==> src/rtl/uart_pkg.sv <==
// -----------------------------------------------------------------------------
// uart_pkg
// Shared definitions for the UART receive/transmit blocks:
//   - receiver FSM state encoding
//   - parity mode constants
//   - baud divisor helper used by every tick generator
// -----------------------------------------------------------------------------
package uart_pkg;

  typedef logic [2:0] rx_state_t;

  localparam rx_state_t ST_IDLE      = 3'd0;
  localparam rx_state_t ST_START     = 3'd1;
  localparam rx_state_t ST_DATA      = 3'd2;
  localparam rx_state_t ST_PARITY    = 3'd3;
  localparam rx_state_t ST_STOP      = 3'd4;
  localparam rx_state_t ST_WAIT_HIGH = 3'd5;

  localparam int PARITY_NONE = 0;
  localparam int PARITY_ODD  = 1;
  localparam int PARITY_EVEN = 2;

  // Clocks per oversample tick; callers must choose parameters giving >= 1.
  function automatic int baud_div(input int clk_freq, input int baud, input int oversample);
    return clk_freq / (baud * oversample);
  endfunction

endpackage

==> src/rtl/uart_baud_tick.sv <==
// -----------------------------------------------------------------------------
// uart_baud_tick
// Free-running oversample tick generator: tick pulses for one clk every
// baud_div(CLK_FREQ, BAUD, OVERSAMPLE) clocks. clr restarts the count so the
// next tick lands a full divisor period later (phase alignment to an edge).
// Ports:
//   clk  - system clock
//   rst  - asynchronous active-high reset
//   clr  - synchronous counter clear
//   tick - one-clk oversample strobe
// -----------------------------------------------------------------------------
module uart_baud_tick
  import uart_pkg::*;
#(
  parameter int CLK_FREQ   = 50000000,
  parameter int BAUD       = 115200,
  parameter int OVERSAMPLE = 16
) (
  input  logic clk,
  input  logic rst,
  input  logic clr,
  output logic tick
);

  localparam int DIV = baud_div(CLK_FREQ, BAUD, OVERSAMPLE);
  localparam int CW  = (DIV > 1) ? $clog2(DIV) : 1;

  logic [CW-1:0] cnt_q, cnt_d;

  // With DIV == 1 the counter sits at 0 and tick is asserted every clk.
  assign tick = (cnt_q == CW'(DIV - 1));

  always_comb begin
    cnt_d = cnt_q + 1'b1;
    if (clr || tick) cnt_d = '0;
  end

  always_ff @(posedge clk or posedge rst) begin
    if (rst) cnt_q <= '0;
    else     cnt_q <= cnt_d;
  end

endmodule

==> src/rtl/uart_rx_os.sv <==
// -----------------------------------------------------------------------------
// uart_rx_os
// Oversampling UART receiver: 5..9 data bits, none/odd/even parity, 1 or 2
// stop bits. Frames are delivered with their error flags over valid/ready.
// Ports:
//   clk        - system clock
//   rst        - asynchronous active-high reset
//   rx         - asynchronous serial input, idle high
//   data_out   - received word (first bit on the line is the LSB)
//   data_valid - data_out / frame_err / parity_err hold a pending word
//   data_ready - consumer accepts the word when data_valid && data_ready
//   frame_err  - a stop bit of this word was sampled low
//   parity_err - parity mismatch on this word (always 0 without parity)
//   overrun    - sticky: a word was dropped because the previous one was unread
// -----------------------------------------------------------------------------
module uart_rx_os
  import uart_pkg::*;
#(
  parameter int CLK_FREQ   = 50000000,
  parameter int BAUD       = 115200,
  parameter int OVERSAMPLE = 16,
  parameter int DATA_BITS  = 8,
  parameter int PARITY     = 0,
  parameter int STOP_BITS  = 1
) (
  input  logic                 clk,
  input  logic                 rst,
  input  logic                 rx,
  output logic [DATA_BITS-1:0] data_out,
  output logic                 data_valid,
  input  logic                 data_ready,
  output logic                 frame_err,
  output logic                 parity_err,
  output logic                 overrun
);

  localparam int OSW = $clog2(OVERSAMPLE);

  rx_state_t            state_q, state_d;
  logic                 sync1_q, rxs_q;
  logic [OSW-1:0]       os_cnt_q, os_cnt_d;
  logic [3:0]           bit_cnt_q, bit_cnt_d;
  logic                 stop_cnt_q, stop_cnt_d;
  logic [DATA_BITS-1:0] shift_q, shift_d;
  logic                 perr_q, perr_d, ferr_q, ferr_d;
  logic                 commit_q, commit_d;

  logic [DATA_BITS-1:0] data_out_q, data_out_d;
  logic                 data_valid_q, data_valid_d;
  logic                 frame_err_q, frame_err_d;
  logic                 parity_err_q, parity_err_d;
  logic                 overrun_q, overrun_d;

  logic tick, sample;

  // Holding the tick counter clear while idle phase-aligns all bit timing to
  // the synchronized start edge.
  uart_baud_tick #(
    .CLK_FREQ  (CLK_FREQ),
    .BAUD      (BAUD),
    .OVERSAMPLE(OVERSAMPLE)
  ) u_tick (
    .clk (clk),
    .rst (rst),
    .clr (state_q == ST_IDLE),
    .tick(tick)
  );

  // Sample point: half a bit into the start bit, then every full bit period,
  // which keeps each later sample at mid-bit.
  assign sample = tick && (os_cnt_q == ((state_q == ST_START) ? OSW'(OVERSAMPLE/2 - 1)
                                                              : OSW'(OVERSAMPLE - 1)));

  always_comb begin
    state_d    = state_q;
    os_cnt_d   = os_cnt_q;
    bit_cnt_d  = bit_cnt_q;
    stop_cnt_d = stop_cnt_q;
    shift_d    = shift_q;
    perr_d     = perr_q;
    ferr_d     = ferr_q;
    commit_d   = 1'b0;

    if (tick) os_cnt_d = sample ? '0 : os_cnt_q + 1'b1;

    case (state_q)
      ST_IDLE: begin
        os_cnt_d   = '0;
        bit_cnt_d  = '0;
        stop_cnt_d = 1'b0;
        if (!rxs_q) begin
          state_d = ST_START;
          perr_d  = 1'b0;
          ferr_d  = 1'b0;
        end
      end
      ST_START: if (sample) state_d = rxs_q ? ST_IDLE : ST_DATA;
      ST_DATA: if (sample) begin
        shift_d = {rxs_q, shift_q[DATA_BITS-1:1]};
        if (bit_cnt_q == 4'(DATA_BITS - 1)) begin
          bit_cnt_d = '0;
          state_d   = (PARITY != PARITY_NONE) ? ST_PARITY : ST_STOP;
        end else begin
          bit_cnt_d = bit_cnt_q + 1'b1;
        end
      end
      ST_PARITY: if (sample) begin
        perr_d  = ((^shift_q) ^ rxs_q) != ((PARITY == PARITY_ODD) ? 1'b1 : 1'b0);
        state_d = ST_STOP;
      end
      ST_STOP: if (sample) begin
        if (!rxs_q) ferr_d = 1'b1;
        if (stop_cnt_q == 1'(STOP_BITS - 1)) begin
          commit_d = 1'b1;
          // Leaving at mid-stop lets a back-to-back start edge be caught; a
          // low stop must see the line recover first so a break is one word.
          state_d  = (ferr_q || !rxs_q) ? ST_WAIT_HIGH : ST_IDLE;
        end else begin
          stop_cnt_d = 1'b1;
        end
      end
      ST_WAIT_HIGH: if (rxs_q) state_d = ST_IDLE;
      default: state_d = ST_IDLE;
    endcase
  end

  // Output word register and handshake. commit_q lags the last stop sample
  // by one clk so ferr_q already includes that sample.
  always_comb begin
    data_out_d   = data_out_q;
    data_valid_d = data_valid_q;
    frame_err_d  = frame_err_q;
    parity_err_d = parity_err_q;
    overrun_d    = overrun_q;
    if (data_valid_q && data_ready) begin
      data_valid_d = 1'b0;
      overrun_d    = 1'b0;
    end
    if (commit_q) begin
      if (!data_valid_q || data_ready) begin
        data_out_d   = shift_q;
        frame_err_d  = ferr_q;
        parity_err_d = perr_q;
        data_valid_d = 1'b1;
      end else begin
        overrun_d = 1'b1;
      end
    end
  end

  always_ff @(posedge clk or posedge rst) begin
    if (rst) begin
      sync1_q      <= 1'b1;
      rxs_q        <= 1'b1;
      state_q      <= ST_IDLE;
      os_cnt_q     <= '0;
      bit_cnt_q    <= '0;
      stop_cnt_q   <= 1'b0;
      shift_q      <= '0;
      perr_q       <= 1'b0;
      ferr_q       <= 1'b0;
      commit_q     <= 1'b0;
      data_out_q   <= '0;
      data_valid_q <= 1'b0;
      frame_err_q  <= 1'b0;
      parity_err_q <= 1'b0;
      overrun_q    <= 1'b0;
    end else begin
      sync1_q      <= rx;
      rxs_q        <= sync1_q;
      state_q      <= state_d;
      os_cnt_q     <= os_cnt_d;
      bit_cnt_q    <= bit_cnt_d;
      stop_cnt_q   <= stop_cnt_d;
      shift_q      <= shift_d;
      perr_q       <= perr_d;
      ferr_q       <= ferr_d;
      commit_q     <= commit_d;
      data_out_q   <= data_out_d;
      data_valid_q <= data_valid_d;
      frame_err_q  <= frame_err_d;
      parity_err_q <= parity_err_d;
      overrun_q    <= overrun_d;
    end
  end

  assign data_out   = data_out_q;
  assign data_valid = data_valid_q;
  assign frame_err  = frame_err_q;
  assign parity_err = parity_err_q;
  assign overrun    = overrun_q;

endmodule

==> config.mk <==
export PLATFORM = sky130hd
export DESIGN_NAME = uart_rx_os
export DESIGN_NICKNAME = d
export VERILOG_FILES = /design/src/rtl/uart_pkg.sv /design/src/rtl/uart_baud_tick.sv /design/src/rtl/uart_rx_os.sv
export SDC_FILE = /design/constraint.sdc
export NUM_CORES = 1
export LEC_CHECK = 0
export CAP_MARGIN = 40
export CORE_MARGIN = 8
export CORE_UTILIZATION = 30
export CTS_CLUSTER_SIZE = 25
export DETAILED_ROUTE_END_ITERATION = 6
export HOLD_SLACK_MARGIN = 0.15
export SYNTH_ARGS = -nofsm -noshare
export SYNTH_HDL_FRONTEND = slang
export SYNTH_HIERARCHICAL = 1
export SYNTH_SLANG_ARGS = --single-unit
==> constraint.sdc <==
create_clock -name clk -period 3.2 [get_ports clk]
set_input_delay 0.32 -clock clk [delete_from_list [all_inputs] [get_ports clk]]
set_output_delay 0.32 -clock clk [all_outputs]
set_load 0.02 [all_outputs]
* After elaboration in Yosys (flattened, before gate mapping)
Cells that the tools add are included.
** Word-level totals
- Register bits after elaboration :: 42
- Input bits :: 4
- Word-level logic and storage cells :: 94
- Output and inout port bits :: 12
** Operators by class
- Multiplexer cells :: 37
- Bitwise gates (word level) :: 1
- Equal/unequal tests :: 17
- $add $sub $neg :: 3
- Reductions and logical operators :: 20
** Operators with widths (number)
- $mux W3 :: 9
- $mux W4 :: 6
- $ne A2 B2 Y1 const B :: 9
- $pmux W3 S6 :: 1
- $mux W1 :: 15
- $add A4 B1 Y4 const B :: 2
- $pmux W4 S2 :: 1
- $reduce_and A2 Y1 :: 4
- $reduce_and A8 Y1 :: 1
- $reduce_bool A2 Y1 :: 4
- $reduce_xor A8 Y1 :: 1
- $eq A3 B2 Y1 const B :: 2
- $eq A3 B3 Y1 const B :: 2
- $pmux W1 S2 :: 3
- $add A5 B1 Y5 const B :: 1
- $eq A5 B5 Y1 const B :: 1
- $mux W5 :: 1
- $eq A4 B3 Y1 const B :: 1
- $eq A4 B4 Y1 :: 1
- $reduce_and A4 Y1 :: 1
- $eq A3 B1 Y1 const B :: 1
- $logic_not A3 Y1 :: 1
- $logic_or A1 B1 Y1 :: 3
- $reduce_and A3 Y1 :: 1
- other kinds (4) :: 6

* Longest topological paths before layout
- Depth in word-level cells :: 7
- Depth in mapped cells :: 11
- Mapped depth without buffers :: 8

* By module
The synthesis kept the hierarchy.
** By module, submodules not included
- uart_rx_os :: seq. area each 928.4 µm², times used 1, cells an instance 148, area each 1785.5 µm²
- uart_baud_tick :: seq. area each 125.1 µm², times used 1, cells an instance 23, area each 287.8 µm²

* Least setup slack after synthesis
OpenSTA, ideal clock, no wires.
- Kind :: register -> register
- Start :: reg u_tick.cnt_q[0]
- End :: reg shift_q[0]
- Period minus slack after synthesis :: 2090 ps
- Cell stages (with the launch flop) :: 11
- Data required time :: 3075 ps
- Arrival time :: 1965 ps
- Path slack :: 1110 ps
- Setup time :: 125 ps
- Buffers on the path :: 3
- Path through :: dfrtp_1 > inv_1 > ha_1 > and4b_1 > buf_6 > buf_4 > and3_1 > buf_4 > and3_4 > nand2_8 > mux2_4
** Between the ends
- Cells in the longest elaborated chain, start to end :: 3
** RTL lines
- from (decl) :: line uart_baud_tick.sv:28 : logic [CW-1:0] cnt_q, cnt_d;
- from (signal assigned) :: line uart_baud_tick.sv:40 : else cnt_q <= cnt_d;
- $eq A5 B5 Y1 :: line uart_baud_tick.sv:31 : assign tick = (cnt_q == CW'(DIV - 1));
- net tick :: line uart_rx_os.sv:54 : logic tick, sample;
- $logic_and A1 B1 Y1 :: line uart_rx_os.sv:71 : assign sample = tick && (os_cnt_q == ((state_q == ST_START) ? OSW'(OVERSAMPLE/2 - 1)
- $reduce_and A2 Y1 (no line)
- to (signal assigned) :: line uart_rx_os.sv:175 : shift_q <= shift_d;
- to (decl) :: line uart_rx_os.sv:44 : logic [DATA_BITS-1:0] shift_q, shift_d;
The timed path passes the listed nets, and every way through them passes these cells.
A chain may end at the register's enable or synchronous reset.

* Final worst setup path
- Start :: reg u_tick.cnt_q[0]
- End :: reg bit_cnt_q[0]
** Between the ends
- Cells in the longest elaborated chain, start to end :: 4
** RTL lines
- $eq A5 B5 Y1 :: line uart_baud_tick.sv:31
- net tick :: line uart_rx_os.sv:54
- $logic_and A1 B1 Y1 :: line uart_rx_os.sv:71
- $ne A2 B2 Y1 (no line)
- $reduce_and A2 Y1 (no line)
- to (signal assigned) :: line uart_rx_os.sv:173 : bit_cnt_q <= bit_cnt_d;
- to (decl) :: line uart_rx_os.sv:42 : logic [3:0] bit_cnt_q, bit_cnt_d;
The timed path passes the listed nets, and every way through them passes these cells.

==> metrics.txt <==
# TYPE chip_impl_metric gauge
chip_impl_metric{name="drt_first_iter_violations",unit=""} 67
chip_impl_metric{name="grt_remaining_overflow",unit=""} 0
chip_impl_info{name="yosys-top-cells-count",value="sky130_fd_sc_hd__dfrtp_1 (40), sky130_fd_sc_hd__mux2_2 (12), sky130_fd_sc_hd__a21oi_1 (9), sky130_fd_sc_hd__xnor2_1 (9)"} 1
chip_impl_metric{name="ios",unit=""} 16
chip_impl_metric{name="postSynthNetCount",unit=""} 179
chip_impl_metric{name="post-route-drc-count",unit=""} 0
chip_impl_metric{name="min_cycle_time_layout",unit="ns"} 2.42
chip_impl_metric{name="routabilityCongestion",unit=""} 0.749
chip_impl_info{name="cts_tree",value="done"} 1
chip_impl_metric{name="first_global_vias",unit=""} 1301
chip_impl_metric{name="synth.top_cell.area_share",unit=""} 0.483
chip_impl_metric{name="leakage",unit="uW"} 0.00106
chip_impl_metric{name="timing_worst_slew_pin_value",unit="ns"} 0.541
chip_impl_metric{name="die-width",unit="um"} 99.1
chip_impl_metric{name="fmaxAchievable",unit="MHz"} 414
chip_impl_metric{name="n_fill_cell",unit=""} 681
chip_impl_metric{name="cts_sink_count",unit=""} 42
chip_impl_metric{name="finalSetupTns",unit="ns"} 0
chip_impl_metric{name="dieArea",unit="um2"} 9830
chip_impl_info{name="kind_of_path_behind_the_tightest_hold_check",value="input port to asynchronous set/reset pin"} 1
chip_impl_metric{name="grt_pass1_wl",unit="mm"} 6.11
chip_impl_metric{name="drt-met1-wl",unit="mm"} 1.65
chip_impl_info{name="timing.setup.critical_path_class",value="flip-flop to flip-flop"} 1
chip_impl_metric{name="post_dp_cell_area",unit="um2"} 2280
chip_impl_metric{name="grt_max_degree",unit=""} 38
chip_impl_metric{name="synth_cell_type_count",unit=""} 42
chip_impl_metric{name="cts-root-to-sink-buffers",unit=""} 2
chip_impl_metric{name="final_hold_viol_count",unit=""} 0
chip_impl_metric{name="post_cts.resized_instances",unit=""} 0
chip_impl_metric{name="synth-edff-count",unit=""} 0
chip_impl_metric{name="critPathArrivalTime",unit="ns"} 2.59
chip_impl_metric{name="cts.clk_slew.worst_paths",unit="ns"} 0.07
chip_impl_info{name="crit_path_start_kind",value="flip-flop"} 1
chip_impl_metric{name="worst_reg2reg_setup_slack",unit="ns"} 0.78
chip_impl_metric{name="required_time_reported_for_the_critical_path_endpoint",unit="ns"} 3.38
chip_impl_metric{name="grt_usage",unit=""} 0.0767
chip_impl_metric{name="start_util",unit=""} 0.307
chip_impl_metric{name="numPortBuffers",unit=""} 15
chip_impl_metric{name="area_of_all_placed_cells_without_fillers",unit="um2"} 2370
chip_impl_metric{name="top_fanout_value_on_the_critical_path",unit=""} 13
chip_impl_info{name="top_layer_used",value="met4"} 1
chip_impl_metric{name="via_per_inst",unit=""} 4.74
chip_impl_metric{name="postSynthCellCount",unit=""} 171
chip_impl_metric{name="power.density",unit="nW/um2"} 374
chip_impl_info{name="cell_with_the_biggest_individual_delay_on_the_critical_path",value="sky130_fd_sc_hd__and4b_1"} 1
chip_impl_metric{name="fin_worst_skew",unit="ns"} 0.00742
chip_impl_metric{name="final-max-slew-violation-count",unit=""} 0
chip_impl_metric{name="slew_headroom",unit=""} 0.639
chip_impl_metric{name="drt-wirelength-per-cell",unit="um"} 12.7
chip_impl_metric{name="core_area",unit="um2"} 6760
chip_impl_metric{name="wl_met3",unit="um"} 108
chip_impl_info{name="clock-root-buffer",value="sky130_fd_sc_hd__clkbuf_8"} 1
chip_impl_metric{name="drt-pass1-iter-count",unit=""} 4
chip_impl_metric{name="largest_stage_delay_worst_path",unit="ns"} 0.55
chip_impl_info{name="cp_cell_sequence",value="inv_1 > ha_1 > and4b_1 > and3_1 > nand2_1 > a21boi_2 > mux2_2"} 1
chip_impl_info{name="timing.critical_path.to_type",value="flip-flop"} 1
chip_impl_metric{name="rows",unit=""} 30
chip_impl_metric{name="detailedPlacementHpwl",unit="mm"} 2.39
chip_impl_metric{name="drive_gt1_frac",unit=""} 0.201
chip_impl_metric{name="setup_viol",unit=""} 0
chip_impl_info{name="run_status",value="finished, final reports clean"} 1
chip_impl_metric{name="grt_antenna_before_repair",unit=""} 0
chip_impl_metric{name="antennaDiodeCount",unit=""} 0
chip_impl_metric{name="die_height",unit="um"} 99.1
chip_impl_metric{name="max_cap_violations",unit=""} 0
chip_impl_metric{name="ys_async_sr_fraction",unit=""} 1.00
chip_impl_metric{name="share_of_synthesized_area_occupied_by_flip_flops_and_latches",unit=""} 0.508
chip_impl_metric{name="worst_skew_pair.late_latency",unit="ns"} 0.29
chip_impl_metric{name="route.vias.total",unit=""} 1275
chip_impl_metric{name="yosys_warnings",unit=""} 6
chip_impl_metric{name="post_cts.repair.setup_buffers",unit=""} 0
chip_impl_metric{name="post_synth.cell_area_avg",unit="um2"} 12.1
chip_impl_metric{name="drt-total-wl",unit="mm"} 3.41
chip_impl_metric{name="cts_htree_levels",unit=""} 2
chip_impl_info{name="yosysMostFrequentCell",value="sky130_fd_sc_hd__dfrtp_1"} 1
chip_impl_metric{name="numCtsBuffers",unit=""} 5
chip_impl_metric{name="netlist_area",unit="um2"} 2070
chip_impl_metric{name="met2_wirelength",unit="mm"} 1.57
chip_impl_metric{name="holdBufCountCts",unit=""} 0
chip_impl_info{name="yosys_most_used_dff",value="sky130_fd_sc_hd__dfrtp_1"} 1
chip_impl_metric{name="vdd.ir_drop.worst",unit="uV"} 126
chip_impl_metric{name="nNetsFinal",unit=""} 196
chip_impl_info{name="synth.area.top_cells",value="sky130_fd_sc_hd__dfrtp_1 (48%), sky130_fd_sc_hd__mux2_2 (6.5%), sky130_fd_sc_hd__mux2_4 (5.8%)"} 1
chip_impl_metric{name="drt.antenna.violating_nets",unit=""} 0
chip_impl_metric{name="synth_seq_cells",unit=""} 42
chip_impl_metric{name="syn_to_final_growth",unit="%"} 14.3
chip_impl_info{name="grt_setup_unrepaired",value="no"} 1
chip_impl_metric{name="period_share",unit=""} 0.755
chip_impl_info{name="netlist.top_cell.by_area",value="sky130_fd_sc_hd__dfrtp_1"} 1
state kept, by name (all words and copies together), names as in the netlist, 3 cells and up:
| signal | count |
|---|---|
| data_out | 8 |
| shift_q | 8 |
| u_tick/cnt_q | 5 |
| bit_cnt_q | 4 |
| os_cnt_q | 4 |
| state_q | 3 |
worst paths after layout:
path,startpoint,to,cells after the start
min reg2reg,sync1_q$_DFF_PP1_,rxs_q$_DFF_PP1_,0
min,rst,u_tick/cnt_q[3]$_DFF_PP0_,2
max,u_tick/cnt_q[0]$_DFF_PP0_,bit_cnt_q[0]$_DFFE_PP0P_,7
max in group asynchronous,rst,rxs_q$_DFF_PP1_,3
max reg2reg,u_tick/cnt_q[0]$_DFF_PP0_,bit_cnt_q[0]$_DFFE_PP0P_,7
min in group clk,sync1_q$_DFF_PP1_,rxs_q$_DFF_PP1_,0
per-layer routing:
| metal | vias to the layer above | global-route usage |
|---|---|---|
| met4 | 0 | 0.0419 |
| met5 | - | 0 |
| met2 | 14 | 0.122 |
| met3 | 7 | 0.0251 |
| met1 | 611 | 0.0896 |
| li1 | 643 | - |
per-stage QoR:
stage	instances	util	setup WS (ns)	hold slack [ns]	power, uW
finish	269	0.351	0.784	0.266	885
global route	269	0.351	0.591	0.277	926
CTS	269	0.351	0.788	0.268	908
detailed placement	261	0.338	0.807	0.347	564
global placement	261	0.338	0.870	0.345	564
floorplan	171	-	1.11	0.0985	555
kinds of logic (layout without fill, tap and decap cells):
logic type / after synthesis / in the layout / synth area share
buffers and inverters: 12 / 30 / 0.0356
flip-flops: 42 / 42 / 0.508
XOR/XNOR: 12 / 12 / 0.0507
AO/OA/AOI/OAI: 28 / 28 / 0.0851
AND/OR/NAND/NOR: 50 / 50 / 0.159
multiplexers: 23 / 23 / 0.138
adder cells (fa/ha/maj): 4 / 4 / 0.0241
layout by cell type (no fill, tap or decap), types with 2 or more instances in the layout:
master                            count
sky130_fd_sc_hd__nand2b_1             4
sky130_fd_sc_hd__clkbuf_8             5
sky130_fd_sc_hd__mux2_2              12
sky130_fd_sc_hd__nand4_1              2
sky130_fd_sc_hd__dfstp_2              2
sky130_fd_sc_hd__a21oi_1              9
sky130_fd_sc_hd__and4_1               2
sky130_fd_sc_hd__nand3_1              6
sky130_fd_sc_hd__clkdlybuf4s50_1     15
sky130_fd_sc_hd__xor2_1               3
sky130_fd_sc_hd__nor2b_1              3
sky130_fd_sc_hd__o21a_1               2
sky130_fd_sc_hd__xnor2_1              9
sky130_fd_sc_hd__nor3_1               7
sky130_fd_sc_hd__ha_1                 4
sky130_fd_sc_hd__o21bai_1             2
sky130_fd_sc_hd__nor4_4               2
sky130_fd_sc_hd__nand2_1              7
sky130_fd_sc_hd__o21ai_0              6
sky130_fd_sc_hd__buf_4                2
sky130_fd_sc_hd__dfrtp_1             40
sky130_fd_sc_hd__nor2_1               8
sky130_fd_sc_hd__mux2i_1              3
sky130_fd_sc_hd__o22ai_1              2
sky130_fd_sc_hd__inv_1                5
sky130_fd_sc_hd__mux2_4               8
layout make-up:
type / count / area [um2] / share of cell area
flip-flops and latches: 42 / 1050 / 0.445
multi-input cells: 117 / 946 / 0.399
repair buffers: 17 / 165 / 0.0697
well taps: 80 / 100 / 0.0422
clock buffers: 6 / 72.6 / 0.0306
inverters: 5 / 18.8 / 0.00792
clock inverters: 2 / 13.8 / 0.00581
where the power goes:
part	switching, uW	total (uW)	internal (uW)
sequential	1.50	534	533
clock	179	333	154
combinational	12.1	18.8	6.66
total	192	885	693
worst max-delay path, delay by kind of cell (launching register included):
kind	cells	cell delay, ns
AOI/OAI and AO/OA	1	0.23
buffers and inverters	1	0.07
muxes	1	0.35
DFF	1	0.42
adders and majority gates	1	0.13
and+or+nand+nor	3	1.09
No activity file was read; power rests on OpenSTA's default activity.
